**config.mk**
```make
export PLATFORM = sky130hd
export DESIGN_NAME = icb_apb_dispatcher_flat
export DESIGN_NICKNAME = d
export VERILOG_FILES = /design/src/rtl/icb_apb_dispatcher_pkg.sv /design/src/rtl/icb_apb_dispatcher_if.sv /design/src/rtl/icb_apb_addr_decode.sv /design/src/rtl/icb_apb_dispatcher.sv /design/src/flat_wrapper.sv
export SDC_FILE = /design/constraint.sdc
export NUM_CORES = 1
export LEC_CHECK = 0
export BUFFER_PORTS_ARGS = -buffer_cell sky130_fd_sc_hd__buf_2
export CAP_MARGIN = 20
export CORE_ASPECT_RATIO = 2
export CORE_MARGIN = 4
export CORE_UTILIZATION = 30
export CTS_BUF_LIST = sky130_fd_sc_hd__clkbuf_16
export CTS_CLUSTER_SIZE = 28
export DETAILED_ROUTE_END_ITERATION = 8
export PLACE_DENSITY = 0.61
export SYNTH_ARGS = -nofsm -noshare
export SYNTH_HDL_FRONTEND = slang
export SYNTH_SLANG_ARGS = --single-unit
```
**constraint.sdc**
```tcl
create_clock -name clk -period 3.05 [get_ports clk]
set_input_delay 0 -clock clk [delete_from_list [all_inputs] [get_ports clk]]
set_output_delay 0 -clock clk [all_outputs]
set_load 0.05 [all_outputs]
```
**src/rtl/icb_apb_dispatcher_pkg.sv**
```systemverilog
`default_nettype none
// +--------------------------------------------------------------------------+
// | icb_apb_dispatcher_pkg : shared bridge types and address-map constants    |
// | rev 1.0                                                                   |
// +--------------------------------------------------------------------------+
package icb_apb_dispatcher_pkg;

  localparam int unsigned ICB_ADDR_W  = 32;
  localparam int unsigned ICB_DATA_W  = 32;
  localparam int unsigned SEL_LSB_DEF = 12;
  localparam logic [17:0] BASE_HI_DEF = 18'h04000;

  typedef enum logic [1:0] {
    ST_IDLE   = 2'd0,
    ST_SETUP  = 2'd1,
    ST_ACCESS = 2'd2,
    ST_RESP   = 2'd3
  } state_e;

  typedef logic [1:0] port_t;

  typedef struct packed {
    logic [ICB_ADDR_W-1:0]   addr;
    logic                    read;
    logic [ICB_DATA_W-1:0]   wdata;
    logic [ICB_DATA_W/8-1:0] wmask;
  } icb_cmd_t;

  function automatic logic [3:0] port_onehot(input port_t p);
    return 4'b0001 << p;
  endfunction

endpackage
`default_nettype wire

```
**src/rtl/icb_apb_dispatcher_if.sv**
```systemverilog
`default_nettype none
// +--------------------------------------------------------------------------+
// | icb_if / apb_if : ICB command/response bus and 4-port shared APB bus      |
// | rev 1.0                                                                   |
// +--------------------------------------------------------------------------+
interface icb_if #(
  parameter int unsigned ADDR_W = 32,
  parameter int unsigned DATA_W = 32
);
  logic                  cmd_valid;
  logic                  cmd_ready;
  logic [ADDR_W-1:0]     cmd_addr;
  logic                  cmd_read;
  logic [DATA_W-1:0]     cmd_wdata;
  logic [DATA_W/8-1:0]   cmd_wmask;
  logic                  rsp_valid;
  logic                  rsp_ready;
  logic [DATA_W-1:0]     rsp_rdata;
  logic                  rsp_err;

  modport master (
    output cmd_valid, cmd_addr, cmd_read, cmd_wdata, cmd_wmask, rsp_ready,
    input  cmd_ready, rsp_valid, rsp_rdata, rsp_err
  );
  modport slave (
    input  cmd_valid, cmd_addr, cmd_read, cmd_wdata, cmd_wmask, rsp_ready,
    output cmd_ready, rsp_valid, rsp_rdata, rsp_err
  );
endinterface

interface apb_if #(
  parameter int unsigned ADDR_W = 32,
  parameter int unsigned DATA_W = 32
);
  logic [3:0]             psel;
  logic                   penable;
  logic                   pwrite;
  logic [ADDR_W-1:0]      paddr;
  logic [DATA_W-1:0]      pwdata;
  logic [DATA_W/8-1:0]    pstrb;
  logic [3:0][DATA_W-1:0] prdata;
  logic [3:0]             pready;
  logic [3:0]             pslverr;

  modport master (
    output psel, penable, pwrite, paddr, pwdata, pstrb,
    input  prdata, pready, pslverr
  );
  modport slave (
    input  psel, penable, pwrite, paddr, pwdata, pstrb,
    output prdata, pready, pslverr
  );
endinterface
`default_nettype wire

```
**src/rtl/icb_apb_addr_decode.sv**
```systemverilog
`default_nettype none
// +--------------------------------------------------------------------------+
// | icb_apb_addr_decode : bridge window hit and 2-bit APB port select         |
// | rev 1.0                                                                   |
// +--------------------------------------------------------------------------+
module icb_apb_addr_decode
  import icb_apb_dispatcher_pkg::*;
#(
  parameter int unsigned                 ADDR_W  = ICB_ADDR_W,
  parameter int unsigned                 SEL_LSB = SEL_LSB_DEF,
  parameter logic [ADDR_W-SEL_LSB-3:0]   BASE_HI = BASE_HI_DEF
) (
  input  logic [ADDR_W-1:SEL_LSB] addr_hi,
  output logic                    hit,
  output port_t                   port
);

  assign hit  = (addr_hi[ADDR_W-1:SEL_LSB+2] == BASE_HI);
  assign port = addr_hi[SEL_LSB+1:SEL_LSB];

endmodule
`default_nettype wire

```
**src/rtl/icb_apb_dispatcher.sv**
```systemverilog
`default_nettype none
// +--------------------------------------------------------------------------+
// | icb_apb_dispatcher : single-outstanding ICB command to 4-port APB master  |
// | rev 1.0                                                                   |
// +--------------------------------------------------------------------------+
module icb_apb_dispatcher
  import icb_apb_dispatcher_pkg::*;
#(
  parameter int unsigned               ADDR_W  = ICB_ADDR_W,
  parameter int unsigned               DATA_W  = ICB_DATA_W,
  parameter int unsigned               SEL_LSB = SEL_LSB_DEF,
  parameter logic [ADDR_W-SEL_LSB-3:0] BASE_HI = BASE_HI_DEF,
  parameter int unsigned               TIMEOUT = 255
) (
  input  logic  clk,
  input  logic  rst_n,
  icb_if.slave  icb,
  apb_if.master apb
);

  localparam logic [15:0] TO_LAST = 16'(TIMEOUT - 1);

  state_e                state_q, state_d;
  port_t                 port_q, port_d;
  logic [15:0]           cnt_q, cnt_d;
  logic [3:0]            psel_q, psel_d;
  logic                  penable_q, penable_d;
  logic                  pwrite_q, pwrite_d;
  logic [ADDR_W-1:0]     paddr_q, paddr_d;
  logic [DATA_W-1:0]     pwdata_q, pwdata_d;
  logic [DATA_W/8-1:0]   pstrb_q, pstrb_d;
  logic                  rsp_valid_q, rsp_valid_d;
  logic [DATA_W-1:0]     rdata_q, rdata_d;
  logic                  err_q, err_d;

  logic                  dec_hit;
  port_t                 dec_port;

  icb_apb_addr_decode #(
    .ADDR_W  (ADDR_W),
    .SEL_LSB (SEL_LSB),
    .BASE_HI (BASE_HI)
  ) u_decode (
    .addr_hi (icb.cmd_addr[ADDR_W-1:SEL_LSB]),
    .hit     (dec_hit),
    .port    (dec_port)
  );

  always_comb begin
    state_d     = state_q;
    port_d      = port_q;
    cnt_d       = cnt_q;
    psel_d      = psel_q;
    penable_d   = penable_q;
    pwrite_d    = pwrite_q;
    paddr_d     = paddr_q;
    pwdata_d    = pwdata_q;
    pstrb_d     = pstrb_q;
    rsp_valid_d = rsp_valid_q;
    rdata_d     = rdata_q;
    err_d       = err_q;
    case (state_q)
      ST_IDLE: begin
        if (icb.cmd_valid) begin
          if (dec_hit) begin
            state_d  = ST_SETUP;
            port_d   = dec_port;
            psel_d   = port_onehot(dec_port);
            paddr_d  = icb.cmd_addr;
            pwrite_d = ~icb.cmd_read;
            pwdata_d = icb.cmd_wdata;
            pstrb_d  = icb.cmd_read ? '0 : icb.cmd_wmask;
            cnt_d    = '0;
          end else begin
            // Outside the bridge window: answer with an error, APB untouched.
            state_d     = ST_RESP;
            rsp_valid_d = 1'b1;
            rdata_d     = '0;
            err_d       = 1'b1;
          end
        end
      end
      ST_SETUP: begin
        state_d   = ST_ACCESS;
        penable_d = 1'b1;
      end
      ST_ACCESS: begin
        if (cnt_q != '1) cnt_d = cnt_q + 16'd1;
        if (apb.pready[port_q]) begin
          state_d     = ST_RESP;
          psel_d      = '0;
          penable_d   = 1'b0;
          rsp_valid_d = 1'b1;
          err_d       = apb.pslverr[port_q];
          rdata_d     = (!pwrite_q && !apb.pslverr[port_q]) ? apb.prdata[port_q] : '0;
        end else if (cnt_q >= TO_LAST) begin
          // Slave too slow: abandon the transfer and report an error.
          state_d     = ST_RESP;
          psel_d      = '0;
          penable_d   = 1'b0;
          rsp_valid_d = 1'b1;
          err_d       = 1'b1;
          rdata_d     = '0;
        end
      end
      ST_RESP: begin
        if (icb.rsp_ready) begin
          state_d     = ST_IDLE;
          rsp_valid_d = 1'b0;
        end
      end
      default: state_d = ST_IDLE;
    endcase
  end

  always_ff @(posedge clk or negedge rst_n) begin
    if (!rst_n) begin
      state_q     <= ST_IDLE;
      port_q      <= '0;
      cnt_q       <= '0;
      psel_q      <= '0;
      penable_q   <= 1'b0;
      pwrite_q    <= 1'b0;
      paddr_q     <= '0;
      pwdata_q    <= '0;
      pstrb_q     <= '0;
      rsp_valid_q <= 1'b0;
      rdata_q     <= '0;
      err_q       <= 1'b0;
    end else begin
      state_q     <= state_d;
      port_q      <= port_d;
      cnt_q       <= cnt_d;
      psel_q      <= psel_d;
      penable_q   <= penable_d;
      pwrite_q    <= pwrite_d;
      paddr_q     <= paddr_d;
      pwdata_q    <= pwdata_d;
      pstrb_q     <= pstrb_d;
      rsp_valid_q <= rsp_valid_d;
      rdata_q     <= rdata_d;
      err_q       <= err_d;
    end
  end

  // Gated with rst_n so the command port is closed while reset is held.
  assign icb.cmd_ready = rst_n & (state_q == ST_IDLE);
  assign icb.rsp_valid = rsp_valid_q;
  assign icb.rsp_rdata = rdata_q;
  assign icb.rsp_err   = err_q;
  assign apb.psel      = psel_q;
  assign apb.penable   = penable_q;
  assign apb.pwrite    = pwrite_q;
  assign apb.paddr     = paddr_q;
  assign apb.pwdata    = pwdata_q;
  assign apb.pstrb     = pstrb_q;

endmodule
`default_nettype wire

```
**src/flat_wrapper.sv**
```systemverilog
// flat-port wrapper written by rule: the top's interface ports become plain ports
module icb_apb_dispatcher_flat import icb_apb_dispatcher_pkg::*;
#(
  parameter int unsigned               ADDR_W  = ICB_ADDR_W,
  parameter int unsigned               DATA_W  = ICB_DATA_W,
  parameter int unsigned               SEL_LSB = SEL_LSB_DEF,
  parameter logic [ADDR_W-SEL_LSB-3:0] BASE_HI = BASE_HI_DEF,
  parameter int unsigned               TIMEOUT = 255
)
  (clk, rst_n, icb_cmd_valid, icb_cmd_addr, icb_cmd_read, icb_cmd_wdata, icb_cmd_wmask, icb_rsp_ready, icb_cmd_ready, icb_rsp_valid, icb_rsp_rdata, icb_rsp_err, apb_psel, apb_penable, apb_pwrite, apb_paddr, apb_pwdata, apb_pstrb, apb_prdata, apb_pready, apb_pslverr);
  icb_if #(.ADDR_W(ADDR_W), .DATA_W(DATA_W)) icb_i ();
  apb_if #(.ADDR_W(ADDR_W), .DATA_W(DATA_W)) apb_i ();
  input  logic clk;
  input  logic rst_n;
  input wire logic [$bits(icb_i.cmd_valid)-1:0] icb_cmd_valid;
  input wire logic [$bits(icb_i.cmd_addr)-1:0] icb_cmd_addr;
  input wire logic [$bits(icb_i.cmd_read)-1:0] icb_cmd_read;
  input wire logic [$bits(icb_i.cmd_wdata)-1:0] icb_cmd_wdata;
  input wire logic [$bits(icb_i.cmd_wmask)-1:0] icb_cmd_wmask;
  input wire logic [$bits(icb_i.rsp_ready)-1:0] icb_rsp_ready;
  output wire logic [$bits(icb_i.cmd_ready)-1:0] icb_cmd_ready;
  output wire logic [$bits(icb_i.rsp_valid)-1:0] icb_rsp_valid;
  output wire logic [$bits(icb_i.rsp_rdata)-1:0] icb_rsp_rdata;
  output wire logic [$bits(icb_i.rsp_err)-1:0] icb_rsp_err;
  output wire logic [$bits(apb_i.psel)-1:0] apb_psel;
  output wire logic [$bits(apb_i.penable)-1:0] apb_penable;
  output wire logic [$bits(apb_i.pwrite)-1:0] apb_pwrite;
  output wire logic [$bits(apb_i.paddr)-1:0] apb_paddr;
  output wire logic [$bits(apb_i.pwdata)-1:0] apb_pwdata;
  output wire logic [$bits(apb_i.pstrb)-1:0] apb_pstrb;
  input wire logic [$bits(apb_i.prdata)-1:0] apb_prdata;
  input wire logic [$bits(apb_i.pready)-1:0] apb_pready;
  input wire logic [$bits(apb_i.pslverr)-1:0] apb_pslverr;
  assign icb_i.cmd_valid = icb_cmd_valid;
  assign icb_i.cmd_addr = icb_cmd_addr;
  assign icb_i.cmd_read = icb_cmd_read;
  assign icb_i.cmd_wdata = icb_cmd_wdata;
  assign icb_i.cmd_wmask = icb_cmd_wmask;
  assign icb_i.rsp_ready = icb_rsp_ready;
  assign icb_cmd_ready = icb_i.cmd_ready;
  assign icb_rsp_valid = icb_i.rsp_valid;
  assign icb_rsp_rdata = icb_i.rsp_rdata;
  assign icb_rsp_err = icb_i.rsp_err;
  assign apb_psel = apb_i.psel;
  assign apb_penable = apb_i.penable;
  assign apb_pwrite = apb_i.pwrite;
  assign apb_paddr = apb_i.paddr;
  assign apb_pwdata = apb_i.pwdata;
  assign apb_pstrb = apb_i.pstrb;
  assign apb_i.prdata = apb_prdata;
  assign apb_i.pready = apb_pready;
  assign apb_i.pslverr = apb_pslverr;
  icb_apb_dispatcher #(.ADDR_W(ADDR_W), .DATA_W(DATA_W), .SEL_LSB(SEL_LSB), .BASE_HI(BASE_HI), .TIMEOUT(TIMEOUT)) u_core (.clk(clk), .rst_n(rst_n), .icb(icb_i), .apb(apb_i));
endmodule
```
# Word level (Yosys, flattened, before mapping)
# Index checks and enable logic that the tools add are counted.
[totals] reg_bits=128 input_bits=209 out_inout_bits=109 wordCells=82
[op_classes] n_addsub=1 n_lt_le_gt_ge=2 eq_ne=11 n_shift=1 muxes=39 n_bitwise=2 n_reduce_logical=14
[op_table] cell="32-bit two-way mux" n=6
[op_table] cell="32-bit binary-select mux with 2-bit select" n=1
[op_table] cell="32-bit case mux with 2 select lines" n=1
[op_table] cell="16-bit two-way mux" n=3
[op_table] cell="16-bit case mux with 2 select lines" n=1
[op_table] cell="4-bit two-way mux" n=5
[op_table] cell="18-bit by 15-bit equality test with 1-bit output, second input constant" n=1
[op_table] cell="16-bit by 1-bit adder with 16-bit output, second input constant" n=1
[op_table] cell="16-bit by 8-bit greater-or-equal comparator with 1-bit output, second input constant" n=1
[op_table] cell="16-bit != test, second input constant" n=1
[op_table] cell="4-bit AND reduction" n=3
[op_table] cell="1-bit two-way mux" n=10
[op_table] cell="2-bit two-way mux" n=5
[op_table] cell="2-bit case mux with 4 select lines" n=1
[op_table] cell="4-bit case mux with 2 select lines" n=1
[op_table] cell="2-bit != test, second input constant" n=3
[op_table] cell="3-bit AND reduction" n=2
[op_table] cell="5-bit AND reduction" n=1
[op_table] cell="1-bit binary-select mux with 2-bit select" n=2
[op_table] cell="2-bit equality test, second input constant" n=2
[op_table] cell="2-bit by 1-bit != test with 1-bit output, second input constant" n=2
[op_table] cell="1-bit case mux with 2 select lines" n=2
[op_table] cell="2-bit nonzero test" n=2
[op_table] cell="1-bit by 2-bit << shifter with 4-bit output, first input constant" n=1
[op_table] cell="other kinds (11)" n=12

# Logic depth before layout (Yosys ltp)
[depth] depth_word=7 ltp_mapped=9 depth_no_buf=7

# Cells and area by module
# From an unflattened synthesis, not the netlist that was laid out.
[hier_totals] cells_unflattened=616 area_unflattened_um2=6483.7
[modules_own_cells] module="icb_apb_dispatcher" n_inst=1 cells_per_inst=607 area_per_inst_um2=6421.2 seq_area_each_um2=3203.1
[modules_own_cells] module="icb_apb_addr_decode" n_inst=1 cells_per_inst=9 area_per_inst_um2=62.6 seq_area_each_um2=0.0

# Least setup slack after synthesis
# No wires, ideal clock.
[synth_timing] kind="reg-to-reg" startpoint="reg, netlist name u_core.apb.paddr[12]" endpoint="reg u_core.err_q (netlist: u_core.icb.rsp_err)" setup_ns=0.128 arrival_ns=2.339 t_required_ns=2.922 path_slack_ns=0.583 path_stages_with_launch=7 path_buffers=2 synth_period_minus_slack_ns=2.467 cell_sequence="dfrtp_1 > buf_2 > mux4_2 > o31ai_4 > or2_0 > buf_2 > mux2_1"
[synth_lines] item="end signal, assigned" line_no="icb_apb_dispatcher.sv:142" source="err_q <= err_d;"
[synth_lines] item="end, declared" line_no="icb_apb_dispatcher.sv:34" source="logic err_q, err_d;"

# Worst setup path after layout
[layout_timing] startpoint="reg u_core.state_q[0]" endpoint="reg u_core.pstrb_q[1] (netlist: u_core.apb.pstrb[1])"
[layout_between] elab_chain_len=2
[layout_rtl] item="start, declared" line_no="icb_apb_dispatcher.sv:23" source="state_e state_q, state_d;"
[layout_rtl] item="start signal, assigned" line_no="icb_apb_dispatcher.sv:131" source="state_q <= state_d;"
[layout_rtl] item="2-bit logical NOT" line_no="icb_apb_dispatcher.sv:62" source="case (state_q)"
[layout_rtl] item="3-bit AND reduction (no source line)"
[layout_rtl] item="end signal, assigned" line_no="icb_apb_dispatcher.sv:139" source="pstrb_q <= pstrb_d;"
[layout_rtl] item="end, declared" line_no="icb_apb_dispatcher.sv:31" source="logic [DATA_W/8-1:0] pstrb_q, pstrb_d;"
# Every way passes these cells.
# A chain may end at the register's enable or synchronous reset.

==> results.tsv <==
metric	value	unit
outcome	finished clean	
num rows	75	
GPL Wtd Cong	0.851	
hold crit path type	in -> reg	
Clk Latency, worst-skew pair	0.41	ns
Netlist cell types	61	
antenna violations before repair	2	
Area growth, synth to finish	46.8	%
final std cells w/o fill	1287	
placed instance area	8360	um^2
setup TNS	0	ns
chip width	112	um
worst setup path endpoint	u_core.apb.pstrb[1]$_DFFE_PN0P_	
Min-Delay Startpoint	icb_cmd_valid	
R2R Path Start	u_core.state_q[0]$_DFFE_PN0P_	
max cap viols	0	
sequential element share of the synthesized area	0.486	
Pleak	5.04	nW
GR Overflow Total	0	
Slew HR	0.576	
Worst Setup SP	u_core.state_q[0]$_DFFE_PN0P_	
worst-path maximum fanout	50	
Async SR Flop Fraction	1.00	
fmax	381	MHz
hold buffer count at cts	57	
Final nets	1217	
endpoints failing hold	0	
syn avg cell area	10.1	um^2
Clock Skews	0.00754	ns
#FFs+latches synth	126	
Tcrit/Tclk final	0.860	
register clock-pin slew on the reported worst setup and hold paths	0.06	ns
design area	9530	um^2
# IOs	318	
Synthesized Nets	854	
CTS sink cnt	126	
residual DRC count	0	
global-route wire length before repair	35.5	mm
power per cell area	627	nW/um^2
Max VDD drop	0.425	mV
Reg2Reg Setup Slack	0.43	ns
Placed Cells	1196	
Yosys Warn Count	0	
setup ws final	0.426	ns
Die ar.	24200	um^2
GRT Total Usage	0.184	
cts bufs inserted	17	
critical path class	reg -> reg	
CP Data Required Time	3.40	ns
Final setup viols	0	
synthesized area	6490	um^2
Post-synth EDFFs	0	
vias	6310	
floorplan core area	21100	um^2
htree depth	4	
Port-buffer cells	317	
DR WL/cell	17.5	um
share of layout cells above drive strength 1	0.411	
Critical Path Sink Type	register	
largest net degree at the start of global routing	74	
Min Clock Period, post-route	2.62	ns
vias in the first global route	6743	
CTS root buffer	clkbuf_16	
total routed wirelength	22.5	mm
Sequential Area	3160	um^2
initial cell density of the core	0.307	
first drt pass iteration count	7	
fin. max-slew vios	0	
fillers	2019	
FF-to-FF path depth	9	
Core Util, Final	0.451	
Post-Place Setup Slack	0.684	ns
Chip Height	216	um
RSZ-0062 raised after global routing	no	
cts repair resizes	0	
FF-to-FF End	u_core.apb.pstrb[1]$_DFFE_PN0P_	
vias per cell	4.90	
Max Root-Sink Buffers	2	
postcts setup bufs	0	
TritonCTS clock tree	done	
DR iter-0 viols	297	
Detailed Place HPWL	16.7	mm
Multi-input gate area	3010	um^2
Mapped Cells	640	
antenna-violating nets left	0	
Worst Max-Slew Pin Slew	0.633	ns
worst endpoint data arrival time	2.97	ns
Main synth FF type	dfrtp_1	
CP startpoint kind	register	
worst max-delay path, stage by stage, from the launching register on:
cell	delay, ns
dfrtp_1	0.39
inv_1	0.09
ha_1	0.28
nand2_1	0.09
buf_4	0.18
nor3_2	0.20
buf_4	0.50
nand3b_1	0.14
dlygate4sd3_1	0.59
nand2_1	0.08
sequential cells by signal, indices dropped and copies added (netlist names), 2 cells and up:
signal	cells
u_core.apb.paddr	32
u_core.apb.pstrb	4
u_core.icb.rsp_rdata	32
u_core.apb.pwdata	32
u_core.state_q	2
u_core.apb.psel	4
u_core.cnt_q	16
layout make-up:
type | instances | share of cell area
Clock inverter | 15 | 0.0171
Sequential cell | 126 | 0.331
Timing Repair Buffer | 386 | 0.238
Multi-Input combinational cell | 429 | 0.316
Clock buffer | 17 | 0.0447
Inverter | 43 | 0.0169
Tap cell | 269 | 0.0353
Antenna cell | 2 | 0.000525
cell families after synthesis:
kind of cell,synth area share
compound gates,0.122
simple gates,0.202
buf+inv,0.0515
xor+xnor,0.00135
mux,0.128
fa+ha+maj,0.00964
flops,0.486
where the power goes:
group | switching, W | internal, W | leakage (nW)
Sequential | 0.000150 | 0.00186 | 1.70
Combinational | 0.00131 | 0.000641 | 3.06
Clock | 0.000792 | 0.00121 | 0.281
cells in the mapped netlist (3+ instances only):
| cell type | instances | area share |
|---|---|---|
| nand3b_1 | 5 | 0.0058 |
| nor4b_1 | 5 | 0.0067 |
| nor2_1 | 12 | 0.0069 |
| ha_1 | 5 | 0.0096 |
| nor4_2 | 4 | 0.0077 |
| a221oi_1 | 3 | 0.0041 |
| nand2_1 | 168 | 0.097 |
| nand3_1 | 8 | 0.0062 |
| o21ai_1 | 4 | 0.0031 |
| nor3_2 | 3 | 0.0046 |
| a221o_1 | 3 | 0.0046 |
| o311a_1 | 3 | 0.0046 |
| nand4_1 | 4 | 0.0039 |
| dfrtp_1 | 126 | 0.49 |
| nor3_1 | 7 | 0.0054 |
| clkbuf_1 | 32 | 0.019 |
| o31ai_1 | 34 | 0.039 |
| mux4_2 | 33 | 0.11 |
| inv_1 | 43 | 0.025 |
| buf_2 | 9 | 0.0069 |
| mux2_2 | 5 | 0.0087 |
| nor4_1 | 3 | 0.0029 |
| a31oi_1 | 5 | 0.0048 |
| o21ai_0 | 40 | 0.031 |
| or3_1 | 4 | 0.0039 |
| and2_1 | 21 | 0.020 |
| and3_1 | 5 | 0.0048 |
stage by stage:
step / power [W] / hold slack (ns)
final: 0.00598 / 0.107
after global routing: 0.00629 / 0.115
after CTS: 0.00606 / 0.0689
after detailed placement: 0.00396 / 0.00927
after global placement: 0.00395 / 0.00121
after floorplan: 0.00335 / -0.296
layout by cell type (no fill, tap or decap), types with 3 or more instances in the layout:
cell / synthesis / routed
ha_1: 5 / 5
nand2_1: 168 / 168
inv_6: 0 / 4
and2_1: 21 / 21
nor4_2: 4 / 4
nand3_1: 8 / 8
a221o_1: 3 / 3
clkinv_4: 0 / 4
and3_1: 5 / 5
nor4b_1: 5 / 5
o21ai_0: 40 / 40
dlygate4sd3_1: 0 / 57
nor3_2: 3 / 3
clkinvlp_4: 0 / 3
buf_4: 1 / 11
mux4_2: 33 / 33
o311a_1: 3 / 3
a31oi_1: 5 / 5
nor3_1: 7 / 6
a221oi_1: 3 / 3
clkbuf_16: 0 / 17
inv_1: 43 / 43
nor4_1: 3 / 3
nand3b_1: 5 / 5
nand4_1: 4 / 4
mux2_2: 5 / 5
or3_1: 4 / 3
dfrtp_1: 126 / 124
o31ai_1: 34 / 34
buf_2: 9 / 316
nor2_1: 12 / 12
o21ai_1: 4 / 4
per-layer routing:
metal,up-vias,routed length [um],GRT usage
li1,2978,-,-
met3,47,1630,0.0448
met1,3023,8680,0.216
met4,0,786,0.0826
met5,-,0,0
met2,262,11400,0.317
how the worst min path moves through the flow:
stage	depth (start not counted)	to	slack [ns]
6_report	4	u_core.state_q[1]$_DFFE_PN0P_	0.11
5_1_grt	4	u_core.icb.rsp_rdata[18]$_DFFE_PN0P_	0.12
4_1_cts	4	u_core.state_q[1]$_DFFE_PN0P_	0.07
3_5_place_dp	1	u_core.apb.pwdata[7]$_DFFE_PN0P_	0.009
3_3_place_gp	1	u_core.apb.pwdata[7]$_DFFE_PN0P_	0.001
2_1_floorplan	0	u_core.apb.paddr[0]$_DFFE_PN0P_	-0.30
(Power assumes the default switching activity.)
